<file path="src/rtl/uart_apb_pkg.sv">
// Shared definitions for the autonomous UART APB initiator: FSM states,
// UART register offsets and status register bit positions.
package uart_apb_pkg;

  typedef enum logic [3:0] {
    ST_RST    = 4'd0,
    ST_CFG1_S = 4'd1,
    ST_CFG1_A = 4'd2,
    ST_GAP1   = 4'd3,
    ST_CFG2_S = 4'd4,
    ST_CFG2_A = 4'd5,
    ST_GAP    = 4'd6,
    ST_STAT_S = 4'd7,
    ST_STAT_A = 4'd8,
    ST_DECIDE = 4'd9,
    ST_TX_S   = 4'd10,
    ST_TX_A   = 4'd11,
    ST_RX_S   = 4'd12,
    ST_RX_A   = 4'd13
  } state_e;

  localparam logic [4:0] ADDR_TX   = 5'h00;
  localparam logic [4:0] ADDR_RX   = 5'h04;
  localparam logic [4:0] ADDR_CR1  = 5'h08;
  localparam logic [4:0] ADDR_CR2  = 5'h0C;
  localparam logic [4:0] ADDR_STAT = 5'h10;

  localparam int STAT_TXRDY    = 0;
  localparam int STAT_RXRDY    = 1;
  localparam int STAT_PARITY   = 2;
  localparam int STAT_OVERFLOW = 3;
  localparam int STAT_FRAMING  = 4;

  // CR2 packs the upper divisor bits above the 3-bit frame format.
  function automatic logic [7:0] cr2_value(input logic [4:0] baud_hi,
                                           input logic [2:0] frame);
    return {baud_hi, frame};
  endfunction

endpackage

</file>
<file path="src/rtl/uart_apb_initiator.sv">
// APB3 initiator that configures the UART once after reset, then polls its
// status register and moves bytes between two byte streams and the UART.
module uart_apb_initiator
  import uart_apb_pkg::*;
#(
  parameter logic [12:0] BAUD_VALUE = 13'd1,
  parameter logic [2:0]  FRAME_CFG  = 3'b001
) (
  input  logic       PCLK,
  input  logic       PRESET,
  output logic [4:0] PADDR,
  output logic       PSEL,
  output logic       PENABLE,
  output logic       PWRITE,
  output logic [7:0] PWDATA,
  input  logic [7:0] PRDATA,
  input  logic       PREADY,
  input  logic       PSLVERR,
  input  logic [7:0] tx_data,
  input  logic       tx_valid,
  output logic       tx_ready,
  output logic [7:0] rx_data,
  output logic       rx_valid,
  input  logic       rx_ready,
  output logic [3:0] err_flags,
  input  logic       err_clr,
  output logic       cfg_done,
  output logic [3:0] o_dbg_state
);

  // Streams: a byte moves on an edge where valid & ready are both high.
  // valid never waits for ready; tx_ready is a single-cycle grant in DECIDE.
  state_e     r_state;
  state_e     w_next;
  logic [1:0] r_stat_q;
  logic       r_rr;
  logic [7:0] r_pwdata;
  logic [7:0] r_rx_data;
  logic       r_rx_valid;
  logic [3:0] r_err;
  logic       r_cfg_done;

  logic       w_setup;
  logic       w_access;
  logic       w_done;
  logic       w_rx_elig;
  logic       w_tx_elig;
  logic       w_grant_rx;
  logic       w_grant_tx;
  logic [3:0] w_err_set;

  always_comb begin
    w_setup  = 1'b0;
    w_access = 1'b0;
    PWRITE   = 1'b0;
    PADDR    = ADDR_TX;
    case (r_state)
      ST_CFG1_S: begin w_setup  = 1'b1; PWRITE = 1'b1; PADDR = ADDR_CR1;  end
      ST_CFG1_A: begin w_access = 1'b1; PWRITE = 1'b1; PADDR = ADDR_CR1;  end
      ST_CFG2_S: begin w_setup  = 1'b1; PWRITE = 1'b1; PADDR = ADDR_CR2;  end
      ST_CFG2_A: begin w_access = 1'b1; PWRITE = 1'b1; PADDR = ADDR_CR2;  end
      ST_STAT_S: begin w_setup  = 1'b1; PADDR = ADDR_STAT; end
      ST_STAT_A: begin w_access = 1'b1; PADDR = ADDR_STAT; end
      ST_TX_S:   begin w_setup  = 1'b1; PWRITE = 1'b1; PADDR = ADDR_TX;   end
      ST_TX_A:   begin w_access = 1'b1; PWRITE = 1'b1; PADDR = ADDR_TX;   end
      ST_RX_S:   begin w_setup  = 1'b1; PADDR = ADDR_RX;   end
      ST_RX_A:   begin w_access = 1'b1; PADDR = ADDR_RX;   end
      default:   begin w_setup  = 1'b0; end
    endcase
  end

  always_comb begin
    case (r_state)
      ST_CFG1_S, ST_CFG1_A: PWDATA = BAUD_VALUE[7:0];
      ST_CFG2_S, ST_CFG2_A: PWDATA = cr2_value(BAUD_VALUE[12:8], FRAME_CFG);
      default:              PWDATA = r_pwdata;
    endcase
  end

  assign PSEL    = w_setup | w_access;
  assign PENABLE = w_access;
  assign w_done  = w_access & PREADY;

  // Arbitration uses only the status latched by the poll just completed.
  assign w_rx_elig  = r_stat_q[STAT_RXRDY] & ~r_rx_valid;
  assign w_tx_elig  = r_stat_q[STAT_TXRDY] & tx_valid;
  assign w_grant_rx = (r_state == ST_DECIDE) & w_rx_elig & (~w_tx_elig | ~r_rr);
  assign w_grant_tx = (r_state == ST_DECIDE) & w_tx_elig & (~w_rx_elig | r_rr);
  assign tx_ready   = w_grant_tx;

  always_comb begin
    w_next = r_state;
    case (r_state)
      ST_RST:    w_next = ST_CFG1_S;
      ST_CFG1_S: w_next = ST_CFG1_A;
      ST_CFG1_A: if (PREADY) w_next = ST_GAP1;
      ST_GAP1:   w_next = ST_CFG2_S;
      ST_CFG2_S: w_next = ST_CFG2_A;
      ST_CFG2_A: if (PREADY) w_next = ST_GAP;
      ST_GAP:    w_next = ST_STAT_S;
      ST_STAT_S: w_next = ST_STAT_A;
      ST_STAT_A: if (PREADY) w_next = ST_DECIDE;
      ST_DECIDE: begin
        if (w_grant_rx)      w_next = ST_RX_S;
        else if (w_grant_tx) w_next = ST_TX_S;
        else                 w_next = ST_STAT_S;
      end
      ST_TX_S:   w_next = ST_TX_A;
      ST_TX_A:   if (PREADY) w_next = ST_GAP;
      ST_RX_S:   w_next = ST_RX_A;
      ST_RX_A:   if (PREADY) w_next = ST_GAP;
      default:   w_next = ST_RST;
    endcase
  end

  always_comb begin
    w_err_set = 4'b0000;
    if ((r_state == ST_STAT_A) && w_done) begin
      w_err_set[2:0] = {PRDATA[STAT_FRAMING], PRDATA[STAT_OVERFLOW], PRDATA[STAT_PARITY]};
    end
    if (w_done && PSLVERR) begin
      w_err_set[3] = 1'b1;
    end
  end

  always_ff @(posedge PCLK) begin
    if (PRESET) begin
      r_state    <= ST_RST;
      r_stat_q   <= 2'b00;
      r_rr       <= 1'b0;
      r_pwdata   <= 8'h00;
      r_rx_data  <= 8'h00;
      r_rx_valid <= 1'b0;
      r_err      <= 4'b0000;
      r_cfg_done <= 1'b0;
    end else begin
      r_state <= w_next;
      if ((r_state == ST_STAT_A) && w_done) begin
        r_stat_q <= {PRDATA[STAT_RXRDY], PRDATA[STAT_TXRDY]};
      end
      if (w_grant_rx || w_grant_tx) begin
        r_rr <= ~r_rr;
      end
      if (w_grant_tx) begin
        r_pwdata <= tx_data;
      end
      if ((r_state == ST_RX_A) && w_done) begin
        r_rx_data  <= PRDATA;
        r_rx_valid <= 1'b1;
      end else if (r_rx_valid && rx_ready) begin
        r_rx_valid <= 1'b0;
      end
      // A new error in the same cycle as err_clr must not be lost.
      r_err <= (err_clr ? 4'b0000 : r_err) | w_err_set;
      if ((r_state == ST_CFG2_A) && w_done) begin
        r_cfg_done <= 1'b1;
      end
    end
  end

  assign rx_data     = r_rx_data;
  assign rx_valid    = r_rx_valid;
  assign err_flags   = r_err;
  assign cfg_done    = r_cfg_done;
  assign o_dbg_state = r_state;

endmodule
</file>
<file path="config.mk">
export PLATFORM = sky130hd
export DESIGN_NAME = uart_apb_initiator
export DESIGN_NICKNAME = d
export VERILOG_FILES = /design/src/rtl/uart_apb_pkg.sv /design/src/rtl/uart_apb_initiator.sv
export SDC_FILE = /design/constraint.sdc
export NUM_CORES = 1
export LEC_CHECK = 0
export BUFFER_PORTS_ARGS = -buffer_cell sky130_fd_sc_hd__buf_2
export CORE_MARGIN = 4
export CORE_UTILIZATION = 52
export DETAILED_ROUTE_END_ITERATION = 10
export GPL_TIMING_DRIVEN = 0
export PLACE_DENSITY = 0.85
export SYNTH_ARGS = -nofsm -noshare
export SYNTH_HDL_FRONTEND = slang
export SYNTH_SLANG_ARGS = --single-unit
</file>
<file path="constraint.sdc">
create_clock -name PCLK -period 4.25 [get_ports PCLK]
set_clock_uncertainty 0.1 [all_clocks]
set_input_delay 0.6375 -clock PCLK [delete_from_list [all_inputs] [get_ports PCLK]]
set_output_delay 0.6375 -clock PCLK [all_outputs]
set_load 0.05 [all_outputs]
</file>
After elaboration in Yosys (flattened, before gate mapping)
Index checks and enable logic that the tools add are counted.
- bits in registers: 29
- input bits: 23
- output and inout port bits: 35
- word-level logic and storage cells: 73
- eq/ne operators: 16
- muxes and demuxes: 16
- bitwise gates (word level): 15
- reduce and logical (&&, ||, !) cells: 18
- operators with widths (kind ; count):
    case mux 4 bit (12 select lines) ; 1
    equality test 4 bit, second input constant ; 6
    2-to-1 mux 4 bit ; 6
    case mux 5 bit (4 select lines) ; 1
    equality test 4 x 3 -> 1 bit, second input constant ; 4
    OR reduction 5 bit ; 2
    equality test 4 x 2 -> 1 bit, second input constant ; 2
    2-to-1 mux 8 bit ; 1
    OR reduction 2 bit ; 4
    AND 1 bit ; 7
    2-to-1 mux 1 bit ; 6
    OR reduction 6 bit ; 1
    logical AND 1 bit ; 5
    equality test 4 x 1 -> 1 bit, second input constant ; 1
    logical NOT 4 bit ; 1
    != test 2 bit, second input constant ; 2
    inverter 1 bit ; 4
    bitwise OR 4 bit ; 1
    OR reduction 4 bit ; 1
    2-to-1 mux 3 bit ; 1
    bitwise OR 1 bit ; 3
    AND reduction 3 bit ; 1
    OR reduction 3 bit ; 1
    != test 2 x 1 -> 1 bit, second input constant ; 1
    2 further kinds ; 2

Longest topological paths before layout
- depth in word-level cells: 8
- mapped depth: 6
- depth with buffers taken out: 4

Worst setup path after synthesis
OpenSTA, ideal clock, no wires.
- kind: flip-flop to output port
- from: reg r_state[2] (netlist: o_dbg_state[2])
- to: out PADDR[4]
- arrival time: 2.253 ns
- data required time: 3.513 ns
- setup slack: 1.259 ns
- cell stages (with the launch flop): 5
- path buffers: 2
- cell sequence: dfxtp_1 > buf_6 > buf_2 > nand2_1 > o31ai_1
- cells in the longest elaborated chain, start to end: 3
- elaborated cells on any way between the ends: 13
- those cells by class: 8 x eq/ne; 1 x mux; 4 x reduce/logical
- RTL lines (element ; RTL line ; text):
    from (decl) ; uart_apb_initiator.sv:33 ; state_e r_state;
    from (signal assigned) ; uart_apb_initiator.sv:137 ; r_state <= w_next;
    equality test 4 bit, or another cell as far along ; uart_apb_initiator.sv:57 ; case (r_state)
    OR reduction 2 bit (no line) ; - ;
    case mux 5 bit (4 select lines) * ; uart_apb_initiator.sv:57 ;
    to (decl) ; uart_apb_initiator.sv:11 ; output logic [4:0] PADDR,
Mark *: on every way between the ends. The rest lies on a longest branch, timed or not.

Worst setup path in the final report
- from: reg r_state[0] (netlist: o_dbg_state[0])
- to: out PWDATA[0]
- cells in the longest elaborated chain, start to end: 3
- elaborated cells on any way between the ends: 6
- those cells by class: 4 x eq/ne; 1 x mux; 1 x reduce/logical
- RTL lines (element ; RTL line ; text):
    equality test 4 x 3 -> 1 bit, or another cell as far along ; uart_apb_initiator.sv:73 ; case (r_state)
    OR reduction 4 bit (no line) * ; - ;
    2-to-1 mux 8 bit * ; uart_apb_initiator.sv:73 ;
    to (decl) ; uart_apb_initiator.sv:15 ; output logic [7:0] PWDATA,
Marked as above.

==> impl_results.md <==
- TritonCTS clock tree: yes
- Worst Hold Margin: 369 ps
- Critical path's top delay family: flip-flops
- Estimated wirelength of the detail-placed design: between 2000 and 3000 um
- FF+latch count, synth: 29
- M1 GR Usage: around a quarter
- Height of the die: 61.5 um
- Number of fill cells in the layout: 241
- Ys flop type: sky130_fd_sc_hd__dfxtp_1
- Number of I/O pins: 58
- Largest net degree at the start of global routing: 11
- Die ar.: about 0.0038 mm^2
- Critical path's largest stage delay: 510 ps
- Met3 track demand over resource in global routing: 6.92%
- Count of routing violations after the opening detailed-route iteration: 66
- Leakage power: 0.833 nW
- Sequential share of the synthesized area: a little under 40%
- Hold Vio Cnt, Final: 0
- Fraction of post-synthesis cell area in the top cell type by area: 39.1%
- Number of setup buffers added after CTS: 0
- Layout cell share with drive strength beyond 1: 34.6%
- Synthesized area: 0.00149 mm^2
- Row count: 19
- Required time of the critical path: 3510 ps
- Power density over the cells: roughly 360 mW/mm^2
- Number of H-tree levels: 2
- Grt ovf: 0
- GRT Total Usage: 19.0%
- Path category of the worst min-delay check: reg2reg
- Count of cell types in the netlist: 45
- Clock latency on the worst-skew pair: roughly 330 ps
- Avg WL per Cell: 12.9 um
- Vias per Instance: approximately 5.2
- Fin crit period: 2500 ps
- Wire length of the first global-routing pass: about 5300 um
- Setup repair after global routing missed its margin: no
- Post-route setup TNS: 0 ps
- Count of input and output buffers: 54
- Number of buffers and inverters on the critical path: 1
- Via count of the first global-routing pass: 1218
- DIE WIDTH: 61.5 um
- Post-cts hold buffer count: 0
- Number of diodes: 0
- Post-Synthesis Cells: about 170
- Total clock buffers created by CTS: 5
- Yosys top cell by area: sky130_fd_sc_hd__dfxtp_1
- DRC errors left: 0
- Slowest-stage cell, CP: sky130_fd_sc_hd__dfxtp_1
- Status: finished clean
- Maximum clock insertion buffer count: 2
- Detailed Routing Iterations Pass 1: 6
- Clock tree root buffer cell: sky130_fd_sc_hd__clkbuf_4
- CP Data Arrival Time: 1760 ps
- Maximum achievable frequency: 0.400 GHz
- Met2 track demand over resource in global routing: 29.2%
- Yosys warns: 0
- Core footprint: 0.00273 mm^2
- Number of antenna violations at the first check in global routing: 0
- Endpoint type of the worst setup path: output pin
- Final setup violation count: 0
- Syn_area_per_cell: roughly 9 um^2
- Worst-case vdd ir drop: between 0.4 and 0.5 mV
- Setup CP Type: reg2out
- Slew Viols, Final: 0
- Post-synth EDFFs: 0
- Number of cells upsized or downsized after cts: 0
- Number of sinks on the clock net: 29
- Final net count: 254
- CP max FO: 9
- Synth top area cells: sky130_fd_sc_hd__dfxtp_1 39%, sky130_fd_sc_hd__mux2i_1 12%, sky130_fd_sc_hd__nor2_1 6.8%
- Critical path launch point type: flip-flop
- Fraction of synthesis flops using an asynchronous set or reset pin: 0%
- Area growth from synthesis to layout: 25.9%
- Total wirelength of the detailed-routed design: roughly 3400 um
- Starting utilization of the core area: 54.4%
- Total vias in the final route: approximately 1400
- Max-cap violations: 0
- GRT Max-Usage Layer: met2
- Routability congestion estimate: between 0.8 and 0.9
- Post-CTS clock slew at the launch and capture registers of the worst setup and hold paths: roughly 90 ps
- Number of nets still failing antenna checks after routing: 0
- CP cell instances: nor2_1 > xnor2_1 > nor2_4 > or2_1 > buf_2
- Share of the cycle needed by the critical path after routing: 58.8%
report_power, final:
group          switching, mW  internal (mW)  total (mW)  leakage [nW]
registers            0.00486          0.276       0.281         0.234
clock network         0.0928          0.120       0.213        0.0410
logic                  0.127         0.0504       0.177         0.558
total                  0.225          0.446       0.670         0.833
final timing paths:
check / cells past startpoint / end / from / slack, ps
min reg2reg: 2 / err_flags[3] / err_flags[3] / 370
min: 2 / err_flags[3] / err_flags[3] / 370
max reg2reg: 5 / r_pwdata[7] / o_dbg_state[0] / 2670
max: 5 / PWDATA[0] / o_dbg_state[0] / 1750
cells by family (layout without fill, tap and decap cells):
kind of cell    count (synthesis)  count (layout)  synth area share (%)
simple gates                   69              69                  25.5
buf+inv                        20              81                  8.59
mux                            18              18                  12.1
other cells                     1               2                 0.252
xor+xnor                        5               5                  2.95
compound gates                 27              27                  11.5
flops                          29              29                  39.1
per-layer routing:
layer	up-vias	part of all wire (%)
li1	699	-
met2	42	46
met3	8	7.0
met5	-	0
met4	0	2.1
met1	619	45
through the flow:
step / utilization [%] / cell area, um^2 / total power [mW] / setup WS (ps) / std cells
2_1_floorplan: - / 1490 / 0.422 / 1260 / 170
5_1_grt: 68.5 / 1870 / 0.703 / 1670 / 262
4_1_cts: 68.5 / 1870 / 0.677 / 1750 / 262
3_3_place_gp: 65.8 / 1800 / 0.463 / 1970 / 255
6_report: 68.5 / 1870 / 0.670 / 1750 / 262
3_5_place_dp: 65.8 / 1800 / 0.464 / 1970 / 255
layout make-up:
type                    instances  area (um^2)  share of cell area, %
clock inverters                 2         35.0                   1.87
multi-input cells             121          782                   41.8
clock buffers                   5         37.5                   2.01
repair buffers                 54          270                   14.4
flip-flops and latches         29          581                   31.0
plain buffers                  16          113                   6.02
inverters                       4         15.0                  0.802
well taps                      31         38.8                   2.07
synthesized netlist by cell type, drive strengths merged, types with 2 or more instances:
master,n
nand4b,2
xnor2,4
clkbuf,2
or2,2
dfxtp,29
mux2i,18
nor2,28
o21ai,5
nand2,8
and3,2
nor3,3
nor2b,12
buf,14
a21oi,13
and4,2
inv,4
nand2b,4
cells in the final DEF (no fill, tap or decap), types with 4 or more instances in the layout:
master,n
sky130_fd_sc_hd__a21oi_1,13
sky130_fd_sc_hd__buf_2,58
sky130_fd_sc_hd__buf_4,6
sky130_fd_sc_hd__clkbuf_4,5
sky130_fd_sc_hd__dfxtp_1,29
sky130_fd_sc_hd__mux2i_1,18
sky130_fd_sc_hd__nand2_1,8
sky130_fd_sc_hd__nand2b_1,4
sky130_fd_sc_hd__nor2_1,27
sky130_fd_sc_hd__nor2b_1,11
sky130_fd_sc_hd__xnor2_1,4
state kept, by name (all words and copies together), names as in the netlist:
register,flops
err_flags,4
r_stat_q,2
rx_valid,1
cfg_done,1
rx_data,8
r_rr,1
r_pwdata,8
o_dbg_state,4
worst reg2reg max path: cells and delay by family, from the launching register on:
kind,cells,cell delay (ps)
flip-flops,1,510
AND/OR/NAND/NOR,3,420
buffers and inverters,1,220
multiplexers,1,210
(Power assumes the default switching activity.)
